--- config.mk ---
export PLATFORM = sky130hd
export DESIGN_NAME = uart_tx_fifo
export DESIGN_NICKNAME = d
export VERILOG_FILES = /design/src/rtl/uart_tx_fifo.sv
export SDC_FILE = /design/constraint.sdc
export NUM_CORES = 1
export LEC_CHECK = 0
export ABC_AREA = 1
export CORE_MARGIN = 8
export CORE_UTILIZATION = 35
export DETAILED_ROUTE_END_ITERATION = 8
export PLACE_DENSITY_LB_ADDON = 0.12
export SLEW_MARGIN = 20
export SYNTH_ARGS = -nofsm -noshare
export SYNTH_HDL_FRONTEND = slang
export SYNTH_SLANG_ARGS = --single-unit
--- constraint.sdc ---
create_clock -name clk -period 7.1 [get_ports clk]
set_input_delay 0.71 -clock clk [delete_from_list [all_inputs] [get_ports clk]]
set_output_delay 0.71 -clock clk [all_outputs]
set_load 0.05 [all_outputs]
--- src/rtl/uart_tx_fifo.sv ---
// UART transmitter with an input FIFO.
// Configurable data width, parity and stop bits; LSB-first serialisation.
module uart_tx_fifo #(
  parameter int unsigned cycles_per_bit = 3,
  parameter int unsigned data_bits      = 8,
  parameter int unsigned parity_mode    = 0,
  parameter int unsigned stop_bits      = 1,
  parameter int unsigned fifo_depth     = 4
) (
  input  logic                          clk,
  input  logic                          rst_n,
  input  logic [data_bits-1:0]          i_data,
  input  logic                          i_valid,
  output logic                          o_ready,
  output logic                          o_serial,
  output logic                          o_idle,
  output logic [$clog2(fifo_depth):0]   o_count
);

  localparam int unsigned AW  = $clog2(fifo_depth);
  localparam int unsigned CW  = AW + 1;
  localparam int unsigned CCW = $clog2(cycles_per_bit);
  localparam int unsigned BCW = $clog2(data_bits + 1);

  typedef enum logic [2:0] {
    S_IDLE   = 3'd0,
    S_START  = 3'd1,
    S_DATA   = 3'd2,
    S_PARITY = 3'd3,
    S_STOP   = 3'd4
  } state_t;

  logic [data_bits-1:0] r_mem [fifo_depth];
  logic [AW-1:0]        r_wptr;
  logic [AW-1:0]        r_rptr;
  logic [CW-1:0]        r_count;
  logic                 r_ready;
  logic                 r_idle;

  state_t               r_state;
  logic [CCW-1:0]       r_cyc;
  logic [BCW-1:0]       r_bit;
  logic [data_bits-1:0] r_shift;
  logic                 r_par;
  logic                 r_serial;

  logic                 w_push;
  logic                 w_pop;
  logic                 w_bit_end;
  logic                 w_last_stop;
  logic                 w_to_idle;
  logic                 w_par;
  logic [data_bits-1:0] w_head;
  logic [CW-1:0]        w_count_nxt;

  assign w_head      = r_mem[r_rptr];
  assign w_push      = i_valid && r_ready;
  assign w_bit_end   = (r_cyc == CCW'(cycles_per_bit - 1));
  assign w_last_stop = (r_state == S_STOP) && w_bit_end && (r_bit == BCW'(stop_bits - 1));
  // Pop whenever the line is free to start a new frame and data is waiting
  assign w_pop       = (r_count != '0) && ((r_state == S_IDLE) || w_last_stop);
  assign w_to_idle   = !w_pop && ((r_state == S_IDLE) || w_last_stop);
  assign w_count_nxt = r_count + CW'(w_push) - CW'(w_pop);
  // Parity of the whole popped word; odd mode inverts so the total ones count is odd
  assign w_par       = (parity_mode == 1) ? ~(^w_head) : (^w_head);

  assign o_ready  = r_ready;
  assign o_serial = r_serial;
  assign o_idle   = r_idle;
  assign o_count  = r_count;

  // FIFO storage write port
  always_ff @(posedge clk) begin
    if (w_push) begin
      r_mem[r_wptr] <= i_data;
    end
  end

  // FIFO pointers, occupancy and derived status flags
  always_ff @(posedge clk or negedge rst_n) begin
    if (!rst_n) begin
      r_wptr  <= '0;
      r_rptr  <= '0;
      r_count <= '0;
      r_ready <= 1'b1;
      r_idle  <= 1'b1;
    end else begin
      if (w_push) begin
        r_wptr <= r_wptr + AW'(1);
      end
      if (w_pop) begin
        r_rptr <= r_rptr + AW'(1);
      end
      r_count <= w_count_nxt;
      r_ready <= (w_count_nxt < CW'(fifo_depth));
      r_idle  <= w_to_idle && (w_count_nxt == '0);
    end
  end

  // Frame sequencer: start, data LSB-first, optional parity, stop bits
  always_ff @(posedge clk or negedge rst_n) begin
    if (!rst_n) begin
      r_state  <= S_IDLE;
      r_cyc    <= '0;
      r_bit    <= '0;
      r_shift  <= '0;
      r_par    <= 1'b0;
      r_serial <= 1'b1;
    end else if (w_pop) begin
      r_state  <= S_START;
      r_shift  <= w_head;
      r_par    <= w_par;
      r_serial <= 1'b0;
      r_cyc    <= '0;
      r_bit    <= '0;
    end else begin
      case (r_state)
        S_IDLE: begin
          r_cyc    <= '0;
          r_serial <= 1'b1;
        end
        S_START: begin
          if (w_bit_end) begin
            r_cyc    <= '0;
            r_state  <= S_DATA;
            r_serial <= r_shift[0];
          end else begin
            r_cyc <= r_cyc + CCW'(1);
          end
        end
        S_DATA: begin
          if (w_bit_end) begin
            r_cyc <= '0;
            if (r_bit == BCW'(data_bits - 1)) begin
              r_bit <= '0;
              if (parity_mode != 0) begin
                r_state  <= S_PARITY;
                r_serial <= r_par;
              end else begin
                r_state  <= S_STOP;
                r_serial <= 1'b1;
              end
            end else begin
              r_bit    <= r_bit + BCW'(1);
              r_shift  <= r_shift >> 1;
              r_serial <= r_shift[1];
            end
          end else begin
            r_cyc <= r_cyc + CCW'(1);
          end
        end
        S_PARITY: begin
          if (w_bit_end) begin
            r_cyc    <= '0;
            r_state  <= S_STOP;
            r_serial <= 1'b1;
          end else begin
            r_cyc <= r_cyc + CCW'(1);
          end
        end
        S_STOP: begin
          if (w_bit_end) begin
            r_cyc <= '0;
            if (w_last_stop) begin
              r_bit   <= '0;
              r_state <= S_IDLE;
            end else begin
              r_bit <= r_bit + BCW'(1);
            end
          end else begin
            r_cyc <= r_cyc + CCW'(1);
          end
        end
        default: begin
          r_state  <= S_IDLE;
          r_serial <= 1'b1;
        end
      endcase
    end
  end

endmodule
; ---- After elaboration in Yosys (flattened, before gate mapping)
; Memories as Yosys holds them, arrays and structs flattened.
; Cells that the tools add are included.
[classes]
eq_ne = 15
n_mux = 29
n_addsub = 6
order_cmp = 1
reduce_logical = 21
[op_table]
columns = cell, n
row1 = $mux W8, 4
row2 = $mux W3, 7
row3 = $mux W4, 5
row4 = $ne A3 B3 Y1 const B, 6
row5 = $pmux W3 S5, 1
row6 = $reduce_bool A3 Y1, 3
row7 = $pmux W4 S2, 1
row8 = $mux W1, 7
row9 = $reduce_and A7 Y1, 1
row10 = $add A2 B1 Y2 const B, 3
row11 = $eq A3 B2 Y1 const B, 2
row12 = $logic_and A1 B1 Y1, 6
row13 = $logic_not A3 Y1, 2
row14 = $ne A2 B2 Y1 const B, 3
row15 = $reduce_and A3 Y1, 2
row16 = $add A4 B1 Y4 const B, 1
row17 = $eq A4 B3 Y1 const B, 1
row18 = $logic_not A4 Y1, 1
row19 = $mux W2, 2
row20 = $pmux W1 S4, 1
row21 = $pmux W2 S2, 1
row22 = $reduce_and A4 Y1, 1
row23 = $reduce_bool A2 Y1, 2
row24 = $reduce_or A4 Y1, 1
row25 = other kinds (8), 8
[word_totals]
inputBits = 11
mem_count = 1
wordCells = 83
ramBits = 32
out_inout_bits = 6
ff_bits = 27
[memory_table]
columns = name, words, width, read_ports, rd_clocked_by_memory_dff, wr, line_no
row1 = r_mem, 4, 8, 1, 0, 1, 33  ; logic [data_bits-1:0] r_mem [fifo_depth];

; ---- Longest topological paths before layout
[logic_depth]
depth_word = 8
ltp_mapped = 15
depth_no_buf = 14

; ---- Worst setup path after synthesis
; No wires, ideal clock.
[synth_path]
kind = register -> register
startpoint = register r_count[1], in the netlist o_count[1]
endpoint = register r_idle, in the netlist o_idle
t_required_ps = 7038
setup_slack_ps = 4434
synth_period_minus_slack_ps = 2666
t_arrival_ps = 2604
path_buffers = 1
path_stages_with_launch = 13
cell_sequence = dfrtp_1 nor2_1 nand2_1 a21boi_4 buf_6 ha_1 inv_1 ha_1 inv_1 fa_1 xor2_1 xor2_1 and3_1
[synth_via]
elab_chain_len = 5
word_cells_on_any_way = 8
[synth_lines]
columns = element, line_no
row1 = start: declaration, 36  ; logic [CW-1:0] r_count;
row2 = start signal: assignment, 94  ; r_count <= w_count_nxt;
row3 = $reduce_bool A3 Y1 (*), 61  ; assign w_pop = (r_count != '0) && ((r_state == S_IDLE) || w_last_stop);
row4 = $logic_and A1 B1 Y1 (*), 61
row5 = net w_pop, 48  ; logic w_pop;
row6 = $sub A3 B1 Y3 / $logic_not A1 Y1 (equally long branches), "63, 62"
row7 = $logic_not A3 Y1 / $logic_and A1 B1 Y1 (equally long branches), "96, 62"
row8 = $logic_and A1 B1 Y1 (*), 96  ; r_idle <= w_to_idle && (w_count_nxt == '0);
row9 = end signal: assignment, 96
row10 = end: declaration, 38  ; logic r_idle;
; The timed path passes the listed nets; every way through them passes the cells marked *.
; A chain may end at the register's enable or synchronous reset.

; ---- Worst setup path after layout
[layout_path]
startpoint = register r_bit[0]
endpoint = register r_idle, in the netlist o_idle
[layout_via]
elab_chain_len = 7
word_cells_on_any_way = 9
[layout_lines]
columns = element, line_no
row1 = start: declaration, 42  ; logic [BCW-1:0] r_bit;
row2 = start signal: assignment, 144  ; r_bit <= r_bit + BCW'(1);
row3 = start signal: assignment, 168  ; r_bit <= r_bit + BCW'(1);
row4 = $logic_not A4 Y1 (*), 59  ; assign w_last_stop = (r_state == S_STOP) && w_bit_end && (r_bit == BCW'(stop_bits - 1));
row5 = $logic_and A1 B1 Y1 (*), 59
row6 = $logic_or A1 B1 Y1 (*), "61, 62"
row7 = $logic_and A1 B1 Y1, 61
row8 = $sub A3 B1 Y3 / $logic_not A1 Y1 (equally long branches), "63, 62"
row9 = $logic_not A3 Y1 / $logic_and A1 B1 Y1 (equally long branches), "96, 62"
row10 = $logic_and A1 B1 Y1 (*), 96
; Mark *: on every way between the ends. The rest lies on a longest branch, timed or not.

==> impl_metrics.json <==
{
  "die_w_um": 104,
  "drive_gt1_share_pct": 12.0,
  "grt_pass1_vias": 1775,
  "ir_drop_mv": 0.184,
  "start_kind": "register",
  "path_class": "reg2reg",
  "power_leakage_nw": 1.33,
  "hold_class": "reg2reg",
  "num_rows": 32,
  "hold_buffers": 0,
  "die_h_um": 104,
  "seqCellArea_sq_um": 1640,
  "yosys.area.top_type": "edfxtp_1",
  "synth_top_cell_area_share_pct": 35.2,
  "die-area_sq_um": 10900,
  "dp.cells": 369,
  "numCtsBuffers": 9,
  "power.density_nw_per_um2": 434,
  "ys_types": 28,
  "postSynthAreaPerCell_sq_um": 10.7,
  "start_util_pct": 35.7,
  "seq_area_frac_synth_pct": 60.1,
  "p_sw_share_pct": 40.9,
  "cts_tree": "built",
  "p_clk_share_pct": 20.9,
  "synth_top_family_by_area": "simple AND/OR/NAND/NOR gates",
  "cp.arrival_ns": 3.05,
  "post-route-period-util_pct": 39.1,
  "antenna-diode-count": 0,
  "coreArea_sq_um": 7650,
  "relSlewSlack_pct": 42.0,
  "grt_pass1_wl_mm": 8.58,
  "rsz0062_at_grt": "false",
  "ys_warn_count": 0,
  "post-dp-hpwl_mm": 3.45,
  "synth_seq_cells": 59,
  "synth_area_leaders": "edfxtp_1, dfrtp_1, nand3_1, o21ai_0, nor2_1",
  "slew_violations": 0,
  "clk_latency_ns": 0.33,
  "crit_required_ns": 7.38,
  "grt_max_degree": 28,
  "fin_area_sq_um": 3160,
  "p_int_mw": 0.810,
  "fillers": 749,
  "vias_per_cell": 4.63,
  "combPwrFrac_pct": 39.6,
  "synthesis.nets": 276,
  "synth-compound-area-share_pct": 8.62,
  "tightest_slew_ns": 0.867,
  "status": "completed",
  "area_growth_pct": 15.7,
  "postCtsSetupBuffers": 0,
  "synth-simple-area-share_pct": 19.7,
  "ant_nets": 0,
  "syn_inst": 256,
  "clock.fmax_mhz": 360,
  "end_kind": "register",
  "max-cap-violations": 0,
  "synth_xor_area_share_pct": 1.61,
  "fin_nets": 298,
  "cts_root_buf": "clkbuf_8",
  "clk_pin_slew_ns": 0.07,
  "timing.setup.tns_ns": 0,
  "synth_area_sq_um": 2730,
  "power.total_mw": 1.37,
  "wirelength_mm": 5.10,
  "dr.pass1.iters": 4,
  "drt-wirelength-per-cell_um": 13.2,
  "path_max_fanout": 11,
  "track_usage_pct": 10.1,
  "drc": 0,
  "drtIter0Drc": 76,
  "ioPinCount": 17,
  "gr-total-overflow": 0,
  "fin_skew_ns": 0.00551,
  "cts_buffer_depth": 2,
  "multiInputGateArea_sq_um": 936,
  "ctsResizeCount": 0,
  "fin_crit_ns": 2.78,
  "setup_violations": 0,
  "synth_adder_area_share_pct": 4.40,
  "port_buffers": 16,
  "h-tree-depth": 3,
  "max_stage_delay_ns": 0.43,
  "gp_congestion": 0.722,
  "cts.sinks": 59,
  "muxShareOfSynthArea_pct": 0,
  "stdcell_count": 385,
  "crit_slowest_cell": "dfrtp_1",
  "antenna_found_initial": 0,
  "place_area_sq_um": 2970,
  "power.switching_mw": 0.560,
  "hold_violations": 0,
  "vias": 1781,
  "crit_chain": "inv_1 > ha_1 > nand2_1 > nor2_4 > nand2_4 > a21boi_4 > ha_1 > inv_1 > ha_1 > inv_1 > fa_1 > xor2_1 > xor2_1 > and3_1",
  "seqPwrFrac_pct": 39.5
}
==> worst paths after layout <==
check	from	endpoint	slack (ns)	cells after the start
setup / recovery	r_bit[0]	o_idle	4.32	14
hold / removal	r_shift[5]	r_shift[4]	0.49	2
setup reg to reg	r_bit[0]	o_idle	4.32	14
hold reg to reg	r_shift[5]	r_shift[4]	0.49	2
max in group asynchronous	rst_n	o_ready	6.04	2
min in group asynchronous	rst_n	r_state[1]	0.76	2
==> cells in the final DEF (no fill, tap or decap), drive strengths merged <==
cell type	synthesis	layout
nor2	39	39
nand2	35	35
edfxtp	32	32
nand3	32	32
inv	26	26
o21ai	24	24
dfrtp	24	24
clkdlybuf4s50	0	16
clkbuf	0	9
o22ai	8	8
ha	8	8
xor2	5	5
clkinv	0	5
a21oi	4	4
dfstp	3	3
nor3	2	2
nand4	2	2
a21boi	2	2
and3	1	1
o211ai	1	1
o31ai	1	1
fa	1	1
bufinv	0	1
clkinvlp	0	1
buf	6	1
==> critical path, delay by kind of cell (launching register included) <==
family	cells	cell delay [ns]
adders and majority gates	4	0.95
and+or+nand+nor	4	0.46
DFF	1	0.43
xor gates and xnor gates	2	0.39
AOI/OAI and AO/OA	1	0.32
buffers and inverters	3	0.17
==> kinds of logic (layout without fill, tap and decap cells) <==
kind of cell,count (synthesis),after routing
compound gates,40,40
fa+ha+maj,9,9
xor+xnor,5,5
flops,59,59
simple gates,111,111
buf+inv,32,59
==> metrics by stage <==
| stage | utilization [%] | hold WS [ns] | worst slack (ns) |
|---|---|---|---|
| after floorplan | - | 0.414 | 4.43 |
| after global placement | 38.9 | 0.485 | 4.20 |
| after detailed placement | 38.9 | 0.482 | 4.14 |
| after CTS | 41.3 | 0.494 | 4.28 |
| after global routing | 41.3 | 0.515 | 4.05 |
| final | 41.3 | 0.489 | 4.32 |
==> metal layers <==
layer / share of wire [%] / vias to the layer above / GRT usage [%]
li1: - / 915 / -
met1: 49 / 847 / 12.2
met2: 47 / 14 / 15.9
met3: 2.2 / 5 / 3.22
met4: 1.5 / 0 / 4.65
met5: 0 / - / 0
==> power by group through the flow <==
stage / Clock, mW / Combinational (mW) / Sequential, mW
after floorplan: 0 / 0.407 / 0.573
after global placement: 0 / 0.549 / 0.550
after detailed placement: 0 / 0.557 / 0.549
after CTS: 0.296 / 0.556 / 0.543
after global routing: 0.313 / 0.621 / 0.554
final: 0.286 / 0.543 / 0.542
==> cells in the mapped netlist <==
| cell | instances |
|---|---|
| and3_1 | 1 |
| buf_6 | 3 |
| a21boi_0 | 1 |
| nor2_4 | 2 |
| nand2_4 | 5 |
| nand3_1 | 31 |
| a21oi_1 | 3 |
| a21oi_2 | 1 |
| o21ai_0 | 24 |
| a21boi_4 | 1 |
| o31ai_1 | 1 |
| nor2_2 | 5 |
| nand2_1 | 30 |
| dfrtp_1 | 24 |
| o211ai_1 | 1 |
| nor3_1 | 2 |
| inv_1 | 24 |
| ha_1 | 8 |
| dfstp_2 | 3 |
| o22ai_1 | 8 |
| nand3_2 | 1 |
| xor2_1 | 5 |
| buf_2 | 3 |
| edfxtp_1 | 32 |
| nor2_1 | 32 |
| nand4_1 | 2 |
| inv_4 | 2 |
| fa_1 | 1 |
==> registers in the layout, summed over array words and instances, names as in the netlist <==
signal    cells
o_count       3
o_ready       1
r_shift       8
r_wptr        2
r_rptr        2
r_state       3
o_idle        1
r_bit         4
r_cyc         2
r_mem        32
o_serial      1
==> cell type report <==
type                       instances  area share, %
sequential                        59           52.0
clock buffer                       9           3.92
tap                              102           4.04
timing repair buffer              17           5.31
inverter                          26           3.25
clock inverter                     7           1.86
multi-input combinational        165           29.6
Note: power is estimated with default switching activity, not from simulation.
